`src/rtl/fifo_ctrl.sv`:
```
// rtl/fifo_ctrl.sv - FIFO controller driving an external two-port RAM with 1-cycle read latency
module fifo_ctrl #(
    parameter int DATA_WIDTH = 8,
    parameter int ADDR_WIDTH = 8,
    parameter int AF_LEVEL   = (1 << ADDR_WIDTH) - 2,
    parameter int AE_LEVEL   = 2
) (
    input  logic                  clk,
    input  logic                  rst,
    input  logic                  flush,
    input  logic                  clear_err,
    input  logic                  wr_en,
    input  logic [DATA_WIDTH-1:0] wr_data,
    input  logic                  rd_en,
    output logic [DATA_WIDTH-1:0] rd_data,
    output logic                  rd_valid,
    output logic                  full,
    output logic                  empty,
    output logic                  almost_full,
    output logic                  almost_empty,
    output logic [ADDR_WIDTH:0]   count,
    output logic                  overflow,
    output logic                  underflow,
    output logic [ADDR_WIDTH-1:0] ram_addr_0,
    output logic                  ram_ce_0,
    output logic                  ram_wr_0,
    output logic [DATA_WIDTH-1:0] ram_data_0,
    output logic [ADDR_WIDTH-1:0] ram_addr_1,
    output logic                  ram_ce_1,
    output logic                  ram_wr_1,
    input  logic [DATA_WIDTH-1:0] ram_data_1,
    output logic                  ram_rst_n,
    output logic                  ram_full
);

    localparam logic [ADDR_WIDTH:0] AF_LVL = (ADDR_WIDTH + 1)'(AF_LEVEL);
    localparam logic [ADDR_WIDTH:0] AE_LVL = (ADDR_WIDTH + 1)'(AE_LEVEL);

    logic [ADDR_WIDTH:0] wr_ptr_q, wr_ptr_d;
    logic [ADDR_WIDTH:0] rd_ptr_q, rd_ptr_d;
    logic [ADDR_WIDTH:0] count_q, count_d;
    logic                rd_valid_q, rd_valid_d;
    logic                overflow_q, overflow_d;
    logic                underflow_q, underflow_d;
    logic                wr_acc, rd_acc;

    // Extra wrap bit distinguishes full (same slot, different lap) from empty.
    assign empty = (wr_ptr_q == rd_ptr_q);
    assign full  = (wr_ptr_q[ADDR_WIDTH-1:0] == rd_ptr_q[ADDR_WIDTH-1:0]) &&
                   (wr_ptr_q[ADDR_WIDTH] != rd_ptr_q[ADDR_WIDTH]);

    assign wr_acc = wr_en & ~full  & ~flush & ~rst;
    assign rd_acc = rd_en & ~empty & ~flush & ~rst;

    assign ram_ce_0   = wr_acc;
    assign ram_wr_0   = wr_acc;
    assign ram_addr_0 = wr_ptr_q[ADDR_WIDTH-1:0];
    assign ram_data_0 = wr_data;
    assign ram_ce_1   = rd_acc;
    assign ram_wr_1   = 1'b0;
    assign ram_addr_1 = rd_ptr_q[ADDR_WIDTH-1:0];
    assign ram_rst_n  = ~rst;
    assign ram_full   = full;

    assign rd_data      = ram_data_1;
    assign rd_valid     = rd_valid_q;
    assign count        = count_q;
    assign almost_full  = (count_q >= AF_LVL);
    assign almost_empty = (count_q <= AE_LVL);
    assign overflow     = overflow_q;
    assign underflow    = underflow_q;

    always_comb begin
        wr_ptr_d   = wr_ptr_q;
        rd_ptr_d   = rd_ptr_q;
        count_d    = count_q;
        rd_valid_d = rd_acc;
        if (flush) begin
            wr_ptr_d = '0;
            rd_ptr_d = '0;
            count_d  = '0;
        end else begin
            if (wr_acc) wr_ptr_d = wr_ptr_q + 1'b1;
            if (rd_acc) rd_ptr_d = rd_ptr_q + 1'b1;
            case ({wr_acc, rd_acc})
                2'b10:   count_d = count_q + 1'b1;
                2'b01:   count_d = count_q - 1'b1;
                default: count_d = count_q;
            endcase
        end
    end

    // Error set wins over a simultaneous clear; a flush cycle never sets them.
    always_comb begin
        overflow_d  = overflow_q;
        underflow_d = underflow_q;
        if (clear_err) begin
            overflow_d  = 1'b0;
            underflow_d = 1'b0;
        end
        if (wr_en && full && !flush)  overflow_d  = 1'b1;
        if (rd_en && empty && !flush) underflow_d = 1'b1;
    end

    always_ff @(posedge clk) begin
        if (rst) begin
            wr_ptr_q    <= '0;
            rd_ptr_q    <= '0;
            count_q     <= '0;
            rd_valid_q  <= 1'b0;
            overflow_q  <= 1'b0;
            underflow_q <= 1'b0;
        end else begin
            wr_ptr_q    <= wr_ptr_d;
            rd_ptr_q    <= rd_ptr_d;
            count_q     <= count_d;
            rd_valid_q  <= rd_valid_d;
            overflow_q  <= overflow_d;
            underflow_q <= underflow_d;
        end
    end

endmodule

```
`config.mk`:
```
export PLATFORM = sky130hd
export DESIGN_NAME = fifo_ctrl
export DESIGN_NICKNAME = d
export VERILOG_FILES = /design/src/rtl/fifo_ctrl.sv
export SDC_FILE = /design/constraint.sdc
export NUM_CORES = 1
export LEC_CHECK = 0
export CAP_MARGIN = 20
export CELL_PAD_IN_SITES_DETAIL_PLACEMENT = 1
export CELL_PAD_IN_SITES_GLOBAL_PLACEMENT = 1
export CORE_MARGIN = 4
export CORE_UTILIZATION = 29
export CTS_CLUSTER_SIZE = 20
export DETAILED_ROUTE_END_ITERATION = 7
export HOLD_SLACK_MARGIN = 0.08
export PLACE_DENSITY = 0.85
export SYNTH_ARGS = -nofsm -noshare
export SYNTH_HDL_FRONTEND = slang
export SYNTH_SLANG_ARGS = --single-unit
```
`constraint.sdc`:
```
create_clock -name clk -period 3.3 [get_ports clk]
set_input_delay 0.495 -clock clk [delete_from_list [all_inputs] [get_ports clk]]
set_output_delay 0.495 -clock clk [all_outputs]
set_load 0.01 [all_outputs]
```
==> results of run 1 <==
[routing by layer]
metal  share of wire [%]  wire length (um)
met5                   0                 0
met1                  43              2690
met2                  51              3190
met4                 2.3               143
met3                 3.9               242
[timing repair]
action	CTS	global route
resized for setup	0	5
setup endpoints to repair	0	4
hold buffers	0	0
[layout make-up]
class	instances	area [um^2]	area share [%]
clock buffer	7	86.3	3.24
tap	96	120	4.50
clock inverter	1	5.00	0.188
inverter	7	26.3	0.985
sequential	30	602	22.6
multi-input combinational	171	1190	44.6
timing repair buffer	71	638	23.9
[flip-flops by register name, summed over array words and instances, names as in the netlist]
name,count
rd_valid,1
count,9
underflow,1
rd_ptr_q,9
wr_ptr_q,9
overflow,1
[worst max-delay path: stages (launching register included)]
cell and delay [ns]:
dfxtp_1 0.43, xnor2_1 0.14, nand2_1 0.15, nor4_4 0.30
nand2b_1 0.18, or2_1 0.12, ha_2 0.24, ha_1 0.29
buf_4 0.17, o21ai_0 0.29, o21ai_1 0.14, nand3_1 0.10
or3b_1 0.34, a21oi_1 0.15
[layout by cell type, fill, tap and decap left out, drive strengths merged, types with 4 or more instances in the layout]
master,instances
clkdlybuf4s50,42
nand2,19
xnor2,10
nand3,13
nand4,6
inv,7
o31ai,4
dfxtp,30
nor4,11
clkbuf,7
ha,10
mux2i,6
o311ai,4
a21oi,12
or4,5
buf,29
o21ai,8
nor2,16
or3,7
a211oi,5
[metrics by stage]
step / setup TNS [ns] / instances / hold WS, ns / area [um^2] / utilization, %
2_1_floorplan: 0 / 251 / 0.456 / 2100 / -
3_3_place_gp: -0.0512 / 375 / 0.457 / 2550 / 37.0
3_5_place_dp: -0.323 / 375 / 0.458 / 2550 / 37.0
4_1_cts: 0 / 383 / 0.479 / 2640 / 38.3
5_1_grt: -0.00770 / 383 / 0.501 / 2670 / 38.6
6_report: 0 / 383 / 0.480 / 2670 / 38.6
[worst paths after layout]
kind,start,endpoint,slack (ns)
worst max register to register,rd_ptr_q[4],count[7],0.18
worst max-delay path,rd_ptr_q[4],count[7],0.18
worst min register to register,underflow,underflow,0.48
worst min-delay path,underflow,underflow,0.48
[power groups by stage]
stage | combinational (mW) | sequential [mW] | clock, mW
2_1_floorplan | 0.0595 | 0.377 | 0
3_3_place_gp | 0.0778 | 0.375 | 0
3_5_place_dp | 0.0803 | 0.375 | 0
4_1_cts | 0.0808 | 0.367 | 0.328
5_1_grt | 0.0876 | 0.368 | 0.345
6_report | 0.0811 | 0.367 | 0.318
[cells by family (layout without fill, tap and decap cells)]
family | count (synthesis) | in the layout | synth area share [%]
and+or+nand+nor | 88 | 88 | 23.2
DFF | 30 | 30 | 28.6
adders and majority gates | 11 | 11 | 6.92
buffers and inverters | 50 | 86 | 15.7
AOI/OAI and AO/OA | 53 | 53 | 17.5
other | 1 | 1 | 0.179
xor gates and xnor gates | 12 | 12 | 5.01
muxes | 6 | 6 | 2.86
[cell usage after synthesis, drive strengths merged (2+ instances only)]
library cell | instances | share of area (%)
o21ai | 8 | 1.9
xor2 | 2 | 0.83
inv | 7 | 1.3
mux2i | 6 | 2.9
xnor2 | 10 | 4.2
nor4 | 11 | 4.0
nor2 | 16 | 2.9
nand4 | 6 | 2.1
o31a | 3 | 1.3
nand4b | 2 | 0.83
a211oi | 5 | 1.8
nand3 | 13 | 3.1
or2 | 3 | 0.90
nand2 | 19 | 3.4
o21a | 2 | 0.72
buf | 37 | 13
o21bai | 3 | 1.1
nor3 | 2 | 0.72
ha | 10 | 6.0
o311ai | 4 | 1.7
or3 | 7 | 2.1
o31ai | 4 | 1.4
or4 | 5 | 1.8
o41ai | 3 | 1.3
a21o | 2 | 0.72
dfxtp | 30 | 29
o211ai | 3 | 1.1
clkbuf | 6 | 1.1
a21oi | 12 | 2.9
==> results.ini, run 1 <==
[yosys]
synth_area_per_cell_um2 = 8.36
seq_area_frac_synth_pct = 28.6
synth_edf_count = 0
yosys_warnings = 0
synth_area_um2 = 2100
synthFlopType = dfxtp_1
synth-seq-cells = 30
netlist-cell-type-count = 47
synthesis.nets = 284
async_flop_share_pct = 0
netlist_instances = 251

[clock_network]
cts_setup_buffers = 0
clk_latency_ns = 0.29
clockRootBuffer = clkbuf_8
path_clk_slew_ns = 0.07
cts_tree = done
numCtsBuffers = 5
cts_max_path_buffers = 2
cts_sinks = 30
htreeDepth = 2

[placement]
place_hpwl_um = 4680
port_buffers = 42
routabilityCongestion = 0.831
dp_slack_ns = -0.135

[route]
drt-initial-drc-count = 53
dr.pass1.iters = 4
via_per_inst = 5.16
drc = 0
dr_total_vias = 1978
postRouteWirelength_um = 6270
routedWlPerCell_um = 16.4
ant_nets = 0

[floorplanning]
io_pins = 76
fp.dieArea_um2 = 8660
fp-row-count = 30
dieWidth_um = 93.1
initial_core_util_pct = 30.4
core_um2 = 6910
die_y_um = 93.1

[power]
p_comb_share_pct = 10.6
seq_power_share_pct = 48.0
power_mw = 0.766
clkPwrFrac_pct = 41.5
switchingPower_mw = 0.196
internal_power_mw = 0.570
power.leakage_nw = 0.973
power.share.switching_pct = 25.6
ir_drop_v = 0.000148
power_density_nw_per_um2 = 287

[grt]
top_usage_layer = met2
grt_pass1_vias = 2129
use_met3_pct = 2.98
antenna_found_initial = 0
grtUsageTotal_pct = 14.8
met2_usage_pct = 25.5
grt_max_degree = 21
met1_usage_pct = 17.5
grt-ovfl-total = 0
grt_pass1_wl_um = 10200

[critical_path]
start_kind = flop
cp.arrival_ns = 3.34
reg2reg_depth = 13
setup.worst_path.class = flop to flop
endpoint_kind = flop
crit_fanout = 6
crit_required_ns = 3.52

[sta]
timing.final.hold_violations = 0
max_freq_ghz = 0.321
fin_skew_ns = 0.00396
fin_crit_sh_pct = 94.5
worst_slack_ns = 0.183
setup_viol = 0
period_minus_slack_ns = 3.12
final_max_slew_viol_count = 0

[finish]
antenna_cells = 0
drive_gt1_share_pct = 16.0
fill_cells = 861
synthToLayoutAreaGrowth_pct = 27.1
nNetsFinal = 319

[run]
maxCapViolations = 0

[min_path]
hold_class = flop to flop
holdPathStages = 1

[run_status]
outcome = finished, final reports clean

Note: power is estimated with default switching activity, not from simulation.
==> inputs of run 2 (changes only) <==
- CORE_UTILIZATION: 29 -> 41
- DONT_BUFFER_PORTS: not set -> 1
- PLACE_DENSITY: 0.85 -> 0.84
- SLEW_MARGIN: not set -> 20
==> run 2 against run 1 <==
Compared with the run above: design area is 17% lower; global-route usage increased by 5.1 points; total power up 17%; via count decreased by 6.8%; combinational power fell by 33%; core utilization grew 7.1 points; non-clock buffer count down 49; sequential power about the same; clock skew rose by 0.0076 ns; largest power group is now clock.
==> results.ini, run 2 (synthesis results as in run 1) <==
[critical_path]
critPathSlowestCell = fa_1  ; was dfxtp_1
cp.arrival_ns = 3.27  ; was 3.34 ns
max_stage_delay_ns = 0.44  ; was 0.43 ns
r2r_slack_ns = 0.25  ; was 0.18 ns
crit_fanout = 5  ; was 6
reg2reg_to = count[8]  ; was count[7]
reg2reg_depth = 11  ; was 13
setup.worst_path.class = flop to flop  ; unchanged
crit_required_ns = 3.53  ; was 3.52 ns
worstPathCellList = xnor2_1 > nand3_1 > nor3_2 > nor2_1 > ha_2 > fa_1 > a211oi_2 > o21ai_1 > a211o_1 > a211oi_1 > a31o_2  ; was xnor2_1 > nand2_1 > nor4_4 > nand2b_1 > or2_1 > ha_2 > ha_1 > buf_4 > o21ai_0 > o21ai_1 > nand3_1 > or3b_1 > a21oi_1
endpoint_kind = flop  ; unchanged
r2r-start = rd_ptr_q[5]  ; was rd_ptr_q[4]
start_kind = flop  ; unchanged

[grt]
grt-ovfl-total = 0  ; unchanged
grtUsageTotal_pct = 19.8  ; was 14.8%
grt_pass1_vias = 1966  ; was 2,129
grt_max_degree = 21  ; unchanged
grt_pass1_wl_um = 9870  ; was 10,200 um
antenna_found_initial = 0  ; unchanged

[run_status]
outcome = finished, final reports clean  ; unchanged

[power]
ir_drop_v = 0.000172  ; was 0.000148 V
power_mw = 0.898  ; was 0.766 mW
power_density_nw_per_um2 = 405  ; was 287 nW/um^2
power.leakage_nw = 0.815  ; was 0.973 nW

[placement]
port_buffers = 0  ; was 42
dp_cells = 297  ; was 375
place_hpwl_um = 4410  ; was 4680 um
routabilityCongestion = 0.831  ; about the same
dp_slack_ns = 0.154  ; was -0.135 ns
dpl_cell_area_um2 = 2040  ; was 2550 um^2

[floorplanning]
core_um2 = 4850  ; was 6910 um^2
initial_core_util_pct = 43.3  ; was 30.4%
fp.dieArea_um2 = 6330  ; was 8660 um^2
fp-row-count = 25  ; was 30
dieWidth_um = 79.5  ; was 93.1 um
io_pins = 76  ; unchanged
die_y_um = 79.5  ; was 93.1 um

[sta]
worstMarginPinSlew_ns = 0.629
fin_crit_sh_pct = 92.3  ; was 94.5%
rsz0062_at_grt = false
hold_ws_ns = 0.373  ; was 0.480 ns
max_slew_margin_pct = 57.7
max_freq_ghz = 0.328  ; was 0.321 GHz
fin_tns_setup_ns = 0  ; unchanged
fin_skew_ns = 0.0116  ; was 0.00396 ns
timing.final.hold_violations = 0  ; unchanged
final_max_slew_viol_count = 0  ; unchanged
worst_slack_ns = 0.253  ; was 0.183 ns
period_minus_slack_ns = 3.05  ; was 3.12 ns
setup_viol = 0  ; unchanged

[clock_network]
cts_setup_buffers = 0  ; unchanged
post_cts_resized = 0  ; unchanged
cts_sinks = 30  ; unchanged
cts_max_path_buffers = 2  ; unchanged
path_clk_slew_ns = 0.08  ; was 0.07 ns
cts_tree = done  ; unchanged
htreeDepth = 2  ; unchanged
clockRootBuffer = clkbuf_8  ; unchanged
clk_latency_ns = 0.29  ; about the same
numCtsBuffers = 5  ; unchanged
hold_buffers = 0  ; unchanged

[finish]
final_core_util_pct = 45.7  ; was 38.6%
antenna_cells = 0  ; unchanged
drive_gt1_share_pct = 17.2  ; was 16.0%
fin_area_um2 = 2210  ; was 2670 um^2
layout_commonest_cell = dfxtp_1  ; was clkdlybuf4s50_1
mostFrequentLayoutCells = 30 x dfxtp_1, 22 x buf_4, 19 x nand2_1  ; was 42 x clkdlybuf4s50_1, 29 x dfxtp_1, 29 x buf_4
synthToLayoutAreaGrowth_pct = 5.55  ; was 27.1%
seq_area_um2 = 601  ; was 602 um^2
multi_input_area_um2 = 1200  ; was 1190 um^2
fill_cells = 576  ; was 861
stdcell_count = 305  ; was 383
nNetsFinal = 270  ; was 319

[route]
drt-initial-drc-count = 122  ; was 53
dr.pass1.iters = 4  ; unchanged
via_per_inst = 6.04  ; was 5.16
ant_nets = 0  ; unchanged
postRouteWirelength_um = 5940  ; was 6270 um
dr_total_vias = 1843  ; was 1,978
routedWlPerCell_um = 19.5  ; was 16.4 um
drc = 0  ; unchanged

[min_path]
hold_class = input pin to flop  ; was flop to flop
min_delay_worst_endpoint = rd_ptr_q[0]  ; was underflow
hp-start = flush  ; was underflow
holdPathStages = 2  ; was 1

[run]
maxCapViolations = 0  ; unchanged

==> run 2: critical path: cells and delay by family (launching register included) <==
kind / cells / cell delay, ns
adder cells (fa/ha/maj): 2 / 0.69
AND/OR/NAND/NOR: 3 / 0.51
AO/OA/AOI/OAI: 5 / 1.10
flip-flops: 1 / 0.32
XOR/XNOR: 1 / 0.34
==> run 2: area by class of cell <==
| type | instances | area share [%] |
|---|---|---|
| Clock buffer | 6 | 3.73 |
| Clock inverter | 2 | 2.71 |
| Inverter | 7 | 1.19 |
| Multi-Input combinational cell | 171 | 54.0 |
| Sequential cell | 30 | 27.1 |
| Tap cell | 67 | 3.79 |
| Timing Repair Buffer | 22 | 7.46 |
==> run 2: how the worst max path moves through the flow <==
| stage | from | end | slack [ns] | cells after the start |
|---|---|---|---|---|
| 6_report | rd_ptr_q[5] | count[8] | 0.25 | 11 |
| 5_1_grt | wr_ptr_q[8] | count[6] | 0.01 | 12 |
| 4_1_cts | rd_ptr_q[3] | count[8] | 0.09 | 11 |
| 3_5_place_dp | wr_ptr_q[5] | count[8] | 0.15 | 11 |
| 3_3_place_gp | rd_ptr_q[3] | count[8] | 0.27 | 11 |
| 2_1_floorplan | wr_ptr_q[2] | count[8] | 0.08 | 12 |
==> run 2: routing by layer <==
layer	track usage (%)	vias to the layer above	routed length (um)
met5	0	-	0
met3	4.40	11	317
met1	22.8	920	2440
met2	35.5	53	3050
met4	7.22	0	132
li1	-	859	-
==> run 2: where the power goes <==
part | internal, mW | switching [mW]
clock | 0.322 | 0.153
combinational | 0.0179 | 0.0361
sequential | 0.365 | 0.00370
==> inputs of run 3 (changes only) <==
- CORE_ASPECT_RATIO: not set -> 1.4
==> run 3 against run 2 <==
Compared with the run above: cell count down 0.98%; core utilization down 1.6 points; hold slack worse by 0.019 ns; maximum frequency down 1.0%; critical path type unchanged; clock skew down 0.0025 ns; design area down 2.1%; largest power group is now registers; clock power down 32%; count of clock-buffer cells in the layout up 1; global-route usage about the same.
==> results.ini, run 3 (synthesis results as in run 1) <==
[sta]
worst_slack_ns = 0.221  ; was 0.253 ns
max_slew_margin_pct = 58.0  ; was 57.7%
rsz0062_at_grt = false  ; unchanged
fin_tns_setup_ns = 0  ; unchanged
final_max_slew_viol_count = 0  ; unchanged
setup_viol = 0  ; unchanged
worstMarginPinSlew_ns = 0.624  ; was 0.629 ns
timing.final.hold_violations = 0  ; unchanged
max_freq_ghz = 0.325  ; was 0.328 GHz
period_minus_slack_ns = 3.08  ; was 3.05 ns
fin_skew_ns = 0.00903  ; was 0.0116 ns
fin_crit_sh_pct = 93.3  ; was 92.3%

[placement]
dp_slack_ns = 0.113  ; was 0.154 ns
routabilityCongestion = 0.813  ; was 0.831
port_buffers = 0  ; unchanged
place_hpwl_um = 4500  ; was 4410 um
dpl_cell_area_um2 = 2040  ; about the same

[grt]
grtUsageTotal_pct = 19.8  ; about the same
grt_max_degree = 21  ; unchanged
grt_pass1_wl_um = 9250  ; was 9870 um
use_met3_pct = 6.55  ; was 4.40%
grt-ovfl-total = 0  ; unchanged
antenna_found_initial = 0  ; unchanged
met2_usage_pct = 35.6  ; was 35.5%
grt_pass1_vias = 1845  ; was 1,966
met1_usage_pct = 19.6  ; was 22.8%
top_usage_layer = met2  ; unchanged

[route]
dr.pass1.iters = 4  ; unchanged
drt-initial-drc-count = 127  ; was 122
postRouteWirelength_um = 6040  ; was 5940 um
drc = 0  ; unchanged
via_per_inst = 6.06  ; was 6.04
ant_nets = 0  ; unchanged
routedWlPerCell_um = 20.0  ; was 19.5 um
dr_total_vias = 1829  ; was 1,843

[power]
power_density_nw_per_um2 = 345  ; was 405 nW/um^2
power.leakage_nw = 0.793  ; was 0.815 nW
power_mw = 0.748  ; was 0.898 mW
ir_drop_v = 0.000197  ; was 0.000172 V

[clock_network]
numCtsBuffers = 5  ; unchanged
path_clk_slew_ns = 0.07  ; was 0.08 ns
hold_buffers = 0  ; unchanged
clk_latency_ns = 0.30  ; was 0.29 ns
cts_max_path_buffers = 2  ; unchanged
clockRootBuffer = clkbuf_8  ; unchanged
htreeDepth = 2  ; unchanged
cts_tree = done  ; unchanged
cts_sinks = 30  ; unchanged

[finish]
layout_commonest_cell = dfxtp_1  ; unchanged
fin_area_um2 = 2170  ; was 2210 um^2
antenna_cells = 0  ; unchanged
mostFrequentLayoutCells = 30 x dfxtp_1, 22 x buf_4, 19 x nand2_1  ; unchanged
final_core_util_pct = 44.1  ; was 45.7%
synthToLayoutAreaGrowth_pct = 3.28  ; was 5.55%
nNetsFinal = 270  ; unchanged
drive_gt1_share_pct = 17.2  ; unchanged

[floorplanning]
die_y_um = 92.6  ; was 79.5 um
io_pins = 76  ; unchanged
initial_core_util_pct = 42.7  ; was 43.3%
fp-row-count = 30  ; was 25
fp.dieArea_um2 = 6340  ; was 6330 um^2
dieWidth_um = 68.5  ; was 79.5 um
core_um2 = 4920  ; was 4850 um^2

[critical_path]
crit_required_ns = 3.53  ; about the same
start_kind = flop  ; unchanged
cp.arrival_ns = 3.31  ; was 3.27 ns
endpoint_kind = flop  ; unchanged
crit_fanout = 5  ; unchanged
setup.worst_path.class = flop to flop  ; unchanged

[run_status]
outcome = finished, final reports clean  ; unchanged

[min_path]
hold_class = input pin to flop  ; unchanged

[run]
maxCapViolations = 0  ; unchanged

[run 3: layout make-up]
type / instances / area [um^2]
tap: 64 / 80.1
timing repair buffer: 22 / 165
clock inverter: 1 / 5.00
sequential: 30 / 601
inverter: 7 / 26.3
multi-input combinational: 171 / 1200
fill: 611 / 2750
clock buffer: 7 / 86.3
[run 3: worst max-delay path: stages (launching register included)]
cell and delay [ns]:
dfxtp_1 0.38, xnor2_1 0.16, nand4_2 0.19, nor4_4 0.28
nand2b_1 0.18, or2_1 0.12, ha_2 0.23, ha_1 0.31
o21ai_0 0.41, o21ai_1 0.15, nand3_1 0.10, or3b_1 0.34
a21oi_1 0.15
[run 3: power by group]
group / total [mW] / switching, mW / internal [mW]
Combinational: 0.0543 / 0.0362 / 0.0180
Sequential: 0.369 / 0.00412 / 0.365
Clock: 0.325 / 0.157 / 0.168
Total: 0.748 / 0.197 / 0.551
[run 3: final timing paths]
kind	startpoint	to	slack, ns	cells past startpoint
hold reg to reg	rd_ptr_q[8]	rd_ptr_q[8]	0.51	2
setup / recovery	rd_ptr_q[3]	count[7]	0.22	12
hold / removal	wr_en	overflow	0.35	1
setup reg to reg	rd_ptr_q[3]	count[7]	0.22	12
[run 3: repair_timing]
action                                  4_1_cts  5_1_grt
resized for setup                             0        7
endpoints found under the hold margin         0        0
buffers inserted                              0        0
endpoints found under the setup margin        0        3
[run 3: layer usage]
metal	up-vias	share of wire, %	wire (um)
met5	-	0	0
met4	0	2.3	137
met3	10	5.8	348
met2	52	54	3270
met1	910	38	2280
li1	857	-	-
[run 3: per-stage QoR]
| step | hold slack (ns) | instances |
|---|---|---|
| after global placement | 0.470 | 294 |
| after global routing | 0.341 | 302 |
| final | 0.355 | 302 |
| after floorplan | 0.456 | 251 |
| after detailed placement | 0.484 | 294 |
| after CTS | 0.354 | 302 |
